<file path="src/rtl/therm_pkg.sv">
// therm_pkg: shared thermometer-datapath sizes and width helper.
// Ports: none (package). Used by the bubble-correction, encoder and decimation stages.
package therm_pkg;
   localparam int THERM_N      = 255;
   localparam int THERM_CODE_W = 8;
   function automatic int therm_code_w(input int n);
      return $clog2(n + 1);
   endfunction
endpackage

</file>
<file path="src/rtl/onehot_or_encoder.sv">
// onehot_or_encoder: combinational one-hot to binary OR-encoder, code = index+1 or 0 for no bit set.
// Ports: onehot [N-1:0] in, code [CODE_W-1:0] out.
module onehot_or_encoder
   import therm_pkg::*;
#(
   parameter int N      = THERM_N,
   parameter int CODE_W = therm_code_w(N)
) (
   input  logic [N-1:0]      onehot,
   output logic [CODE_W-1:0] code
);
   // Each set bit contributes its index+1; with a true one-hot this is an exact encode.
   always_comb begin
      code = '0;
      for (int i = 0; i < N; i++) code = code | ({CODE_W{onehot[i]}} & CODE_W'(i + 1));
   end
endmodule

</file>
<file path="src/rtl/therm_encoder.sv">
// therm_encoder: 3-stage thermometer-to-binary encoder that repeats the last good code on a bubble.
// Ports: clk, rst (sync, active-high), in_valid, therm_in [N-1:0] in;
//        out_valid, code_out [CODE_W-1:0], err_out out; err_cnt [15:0] out with THERM_ENC_ERR_CNT_EN.
module therm_encoder
   import therm_pkg::*;
#(
   parameter int N      = THERM_N,
   parameter int CODE_W = therm_code_w(N)
) (
   input  logic              clk,
   input  logic              rst,
   input  logic              in_valid,
   input  logic [N-1:0]      therm_in,
   output logic              out_valid,
   output logic [CODE_W-1:0] code_out,
   output logic              err_out
`ifdef THERM_ENC_ERR_CNT_EN
   ,
   output logic [15:0]       err_cnt
`endif
);
   logic [N-1:0]      th, t;
   logic              v1, v2, nonmono, nm2;
   logic [CODE_W-1:0] raw, raw2, last_good;
   // Transition sits where a 1 is followed by a 0 above it; the top bit has nothing above.
   assign t       = th & ~{1'b0, th[N-1:1]};
   assign nonmono = |(th[N-1:1] & ~th[N-2:0]);
   onehot_or_encoder #(.N(N), .CODE_W(CODE_W)) enc (.onehot(t), .code(raw));
   always_ff @(posedge clk) begin
      if (rst) begin
         th        <= '0;
         v1        <= 1'b0;
         v2        <= 1'b0;
         nm2       <= 1'b0;
         raw2      <= '0;
         out_valid <= 1'b0;
         code_out  <= '0;
         err_out   <= 1'b0;
         last_good <= '0;
      end else begin
         v1        <= in_valid;
         th        <= in_valid ? therm_in : th;
         v2        <= v1;
         nm2       <= nonmono;
         raw2      <= raw;
         out_valid <= v2;
         if (v2) begin
            code_out  <= nm2 ? last_good : raw2;
            err_out   <= nm2;
            last_good <= nm2 ? last_good : raw2;
         end
      end
   end
`ifdef THERM_ENC_ERR_CNT_EN
   always_ff @(posedge clk)
      if (rst) err_cnt <= '0;
      else if (out_valid && err_out && err_cnt != 16'hFFFF) err_cnt <= err_cnt + 16'd1;
`endif
endmodule

</file>
<file path="config.mk">
export PLATFORM = sky130hd
export DESIGN_NAME = therm_encoder
export DESIGN_NICKNAME = d
export VERILOG_FILES = /design/src/rtl/therm_pkg.sv /design/src/rtl/onehot_or_encoder.sv /design/src/rtl/therm_encoder.sv
export SDC_FILE = /design/constraint.sdc
export NUM_CORES = 1
export LEC_CHECK = 0
export CAP_MARGIN = 30
export CORE_ASPECT_RATIO = 0.6
export CORE_MARGIN = 2
export CORE_UTILIZATION = 50
export CTS_BUF_LIST = sky130_fd_sc_hd__clkbuf_4
export DETAILED_ROUTE_END_ITERATION = 10
export GPL_TIMING_DRIVEN = 0
export PLACE_DENSITY_LB_ADDON = 0.2
export SYNTH_ARGS = -nofsm -noshare
export SYNTH_HDL_FRONTEND = slang
export SYNTH_HIERARCHICAL = 1
export SYNTH_SLANG_ARGS = --single-unit
</file>
<file path="constraint.sdc">
create_clock -name clk -period 3.34 [get_ports clk]
set_input_delay 0.668 -clock clk [delete_from_list [all_inputs] [get_ports clk]]
set_output_delay 0.668 -clock clk [all_outputs]
set_load 0.02 [all_outputs]
</file>
Word-level counts from Yosys, hierarchy flattened
Index checks and enable logic that the tools add are counted.

word-level totals
  register bits = 276
  word-level logic and storage cells = 269
  output and inout port bits = 10
  input bits = 258

cells by class
  reductions and logical operators = 2
  bitwise gates (word level) = 259

operators with widths
  cell                                 number
  8-bit OR                             128
  8-bit by 7-bit OR with 8-bit output  64
  8-bit by 6-bit OR with 8-bit output  32
  255-bit bitwise AND                  1
  254-bit NOT with 255-bit output      1
  254-bit bitwise AND                  1
  254-bit NOT                          1
  254-bit OR reduction                 1
  8-bit by 5-bit OR with 8-bit output  16
  8-bit by 4-bit OR with 8-bit output  8
  8-bit by 3-bit OR with 8-bit output  4
  8-bit by 2-bit OR with 8-bit output  1
  1-bit by 2-bit OR with 2-bit output  1
  2-bit AND reduction                  1
  1-bit NOT                            1

Logic depth before layout (Yosys ltp)
Gate-level depths: netlist of run 1.

  depth after elaboration = 256
  gate-level depth with buffers = 7
  depth with buffers taken out = 7

Cells and area by module
Netlist of run 1, hierarchy kept.

modules (own cells, without submodules)
  module             sequential area each (µm²)  area an instance (µm²)  times used  cells an instance
  therm_encoder      5525.3                      12479.5                 1           1434
  onehot_or_encoder  0.0                         1208.7                  1           205

Least setup slack after synthesis of run 1
Ideal clock, no wire load.

  path type = input to register
  start = input in_valid
  end = register th[224]
  arrival = 1.530 ns
  library setup time = 0.128 ns
  cell stages on the path = 5
  data required time = 3.212 ns
  path buffers = 3
  setup slack = 1.682 ns
  cells stage by stage = clkbuf_1 > buf_2 > buf_2 > mux2i_1 > nor2_1

RTL lines
  element                 RTL line             RTL
  start: declaration      therm_encoder.sv:12  input logic in_valid,
  end signal: assignment  therm_encoder.sv:42  th <= in_valid ? therm_in : th;
  end: declaration        therm_encoder.sv:22  logic [N-1:0] th, t;

Worst setup path after layout of run 1
  start = register th[216]
  end = register raw2[7]

on the way
  cells in the longest elaborated chain, start to end = 42

ends and longest elaborated chain
  element                          RTL line                 RTL
  254-bit NOT with 255-bit output  therm_encoder.sv:26      assign t = th & ~{1'b0, th[N-1:1]};
  255-bit bitwise AND              therm_encoder.sv:26
  via t[215]                       therm_encoder.sv:22
  8-bit OR (40 in series)          onehot_or_encoder.sv:15  for (int i = 0; i < N; i++) code = code | ({CODE_W{onehot[i]}} & CODE_W'(i + 1));
  via raw[7]                       therm_encoder.sv:24      logic [CODE_W-1:0] raw, raw2, last_good;
  end signal: assignment           therm_encoder.sv:45      raw2 <= raw;
  end: declaration                 therm_encoder.sv:24

The timed path passes the listed nets, and every way through them passes these cells.
A chain may end at the register's enable or synchronous reset.

==> impl_results.md, run 1 <==
- Vias in the first global route: approximately 14000
- Die W: ~220 microns
- Critical path depth: 6
- Ratio of cells with drive above 1 in the final layout: 6.749%
- Final hold slack: 0.4433 ns
- Port bufs: 265
- Avg WL per Cell: ~28 microns
- CTS Buf Count: between 60 and 70
- R2R cell count: 6
- Vias: roughly 15000
- Sequential share of power: roughly 44%
- DR vias/cell: about 6.3
- CP Cell Sequence: nor2b_1, nor4_1, nand4_1, nor3_1, nand4_1, nor2b_1
- Fin crit share: 95.98%
- Initial antenna violation count: 8
- Post-DP HPWL: between 50000 and 60000 microns
- Clock skew: 0.03286 ns
- Fmax achieved: roughly 310 MHz
- Worst-path maximum fanout: 5
- Clock share of power: 35.8%
- Clock transition at path regs: about 0.070 ns
- Type of destination of the critical path: flip-flop
- Psw: between 2 and 3 mW
- Critical path buffers and inverters: 0
- Clock tree buffer depth: 3
- Fin Setup TNS: 0 ns
- Drt drc: 0
- Slowest CP cell: nor4_1
- Synth top area cells: dfxtp_1, mux2i_1, nor2b_1
- Post-CTS Hold Fix Bufs: 0
- Site row count: 46
- Final min period: 3.206 ns
- Max-slew headroom: 26.15%
- First-pass GRT wire length: ~92000 microns
- Drt total wl: about 66000 microns
- EDFF count, synth: 0
- Die Ht: roughly 130 microns
- Worst path max stage delay: roughly 0.94 ns
- DRT Pass-1 Iters: 6
- GR Util All Layers: between 40% and 50%
- Final ANT Viol Nets: 0
- CTS sink count: 276
- Int Power: 5.876 mW
- Worst slew pin tran: approximately 1.1 ns
- Synth top cells by count: nor2_1, dfxtp_1, mux2i_1, nor2b_1, nor4_1
- Drt first-iter violations: between 2000 and 3000
- Die ar.: around 29000 sq um
- Nets: 2232
- Req. time, crit path: between 3 and 4 ns
- FF+latch count, synth: around 280
- Arrival @ worst endpoint: around 3.8 ns
- Most common cell in the netlist: nor2_1
- Final Hold Viols: 0
- Initial Utilization: 51.37%
- P per Cell Area: 486.1 nW/um^2
- Max Cap Violations: 0
- RSZ-0062 raised after global routing: false
- Gr ovfl total: 0
- Sequential area share after synthesis: 40.37%
- I/O pin count: roughly 270
- Final Util: around 66%
- Cell Area, Synth: 13690 sq um
- Crit path kind: flip-flop to flip-flop
- H-Tree Depth: 3
- YS warnings: 6
- Mapped Cells: between 1500 and 2000
- Setup Viol. Count Final: 0
- Syn Nets: 1897
- Final slew viol count: 0
- PostCTS Resize Cnt: 0
- # fillers: between 2000 and 2500
- Setup bufs post-CTS: 0
- Root buffer cell: clkbuf_4
- Power, Total: 8.605 mW
- CTS tree: built
- Status: completed
- Avg Inst Size Synth: between 8 and 9 sq um
- Synth area leader: dfxtp_1
- Delay-heaviest family, CP: simple AND/OR/NAND/NOR gates
- Startpoint Class: flip-flop
- Synth cell types: 21
- Core ar.: 26650 sq um
- Maximum number of pins on one net before global-route repair: 11
- Leakage: between 7 and 8 nW
- Post-synthesis async set-or-reset flop share: 0%
- Worst hold path type: flip-flop to flip-flop
- Top-area cell type share of the netlist area: between 40% and 50%
- RePlAce Congestion: 1.069
- Peak supply drop: around 0.46 mV
- Sw frac: 31.72%
- Gate power share: between 20 and 25%
- Area Growth Syn to Fin: 29.31%
- Hold Crit Depth: 1
- Main synth FF type: dfxtp_1
- Worst-Skew Late Latency: roughly 0.75 ns
## per-stage QoR
stage / worst slack [ns] / instances / cell area, sq um
finish: 0.1344 / 2378 / 17700
floorplan: 1.682 / 1639 / 13690
detailed placement: 0.5713 / 2265 / 16800
CTS: 0.5176 / 2374 / 17690
global placement: 0.5264 / 2264 / 16790
global route: 0.2466 / 2376 / 17700
## power by group through the flow
stage                     clock (mW)  combinational (mW)  sequential, mW
after global routing            3.23                1.80            3.78
after floorplan                    0               0.846            3.72
final                           3.08                1.76            3.77
after global placement             0                1.61            3.80
after CTS                       3.08                1.67            3.74
after detailed placement           0                1.65            3.82
## flip-flops by register name, indices dropped and copies added, names as in the netlist
| signal | cells |
|---|---|
| code_out | 8 |
| err_out | 1 |
| v1 | 1 |
| out_valid | 1 |
| raw2 | 8 |
| th | 255 |
| nm2 | 1 |
| v2 | 1 |
## cells by family after synthesis
family / synth area share, %
mux: 19.31
buf+inv: 2.267
flops: 40.37
simple gates: 33.28
compound gates: 4.781
## metal layers
metal	up-vias	share of wire [%]	GRT usage, %
met3	165	15	15.55
met2	1161	40	61.96
met5	-	0.072	0
met4	8	2.6	11.76
li1	6442	-	-
met1	7120	43	64.48
## final timing paths
kind	startpoint	endpoint	slack [ns]
max	th[216]	raw2[7]	0.13
min	v1	v2	0.44
max reg2reg	th[216]	raw2[7]	0.13
min reg2reg	v1	v2	0.44
## layout make-up
class	instances	area [sq um]	area share, %
antenna	3	7.507	0.04241
buffer	61	265.3	1.499
clock buffer	92	690.7	3.902
clock inverter	17	198.9	1.124
inverter	12	45.04	0.2545
multi-input combinational	1290	7853	44.36
sequential	276	5525	31.22
tap	360	450.4	2.545
timing repair buffer	267	2665	15.06
## layout by cell type (no fill, tap or decap)
master and instances:
nor2_1 372, dfxtp_1 276, clkdlybuf4s50_1 265, mux2i_1 264, nor2b_1 251, nor4_1 141, clkbuf_4 93, a21oi_1 82
nand2_1 49, nand4_1 44, o21ai_0 39, clkbuf_1 31, buf_2 30, nand3_1 18, nor3_1 15, inv_1 12
clkinv_1 9, o22ai_1 5, bufinv_16 5, nor4_2 4, diode_2 3, and2b_1 3, clkinv_2 3, buf_1 1
a221oi_1 1, a41oi_1 1, nand3_2 1
No activity file was read; power rests on OpenSTA's default activity.
==> run 2: changes to the inputs <==
- CTS_CLUSTER_SIZE: unset -> 10
==> results of run 2 <==
Final layout, timing and power as in run 1 (identical DEF).
==> run 3: changes to the inputs <==
- SKIP_LAST_GASP: unset -> 1
==> results of run 3 <==
Final layout, timing and power as in run 1 (identical DEF).
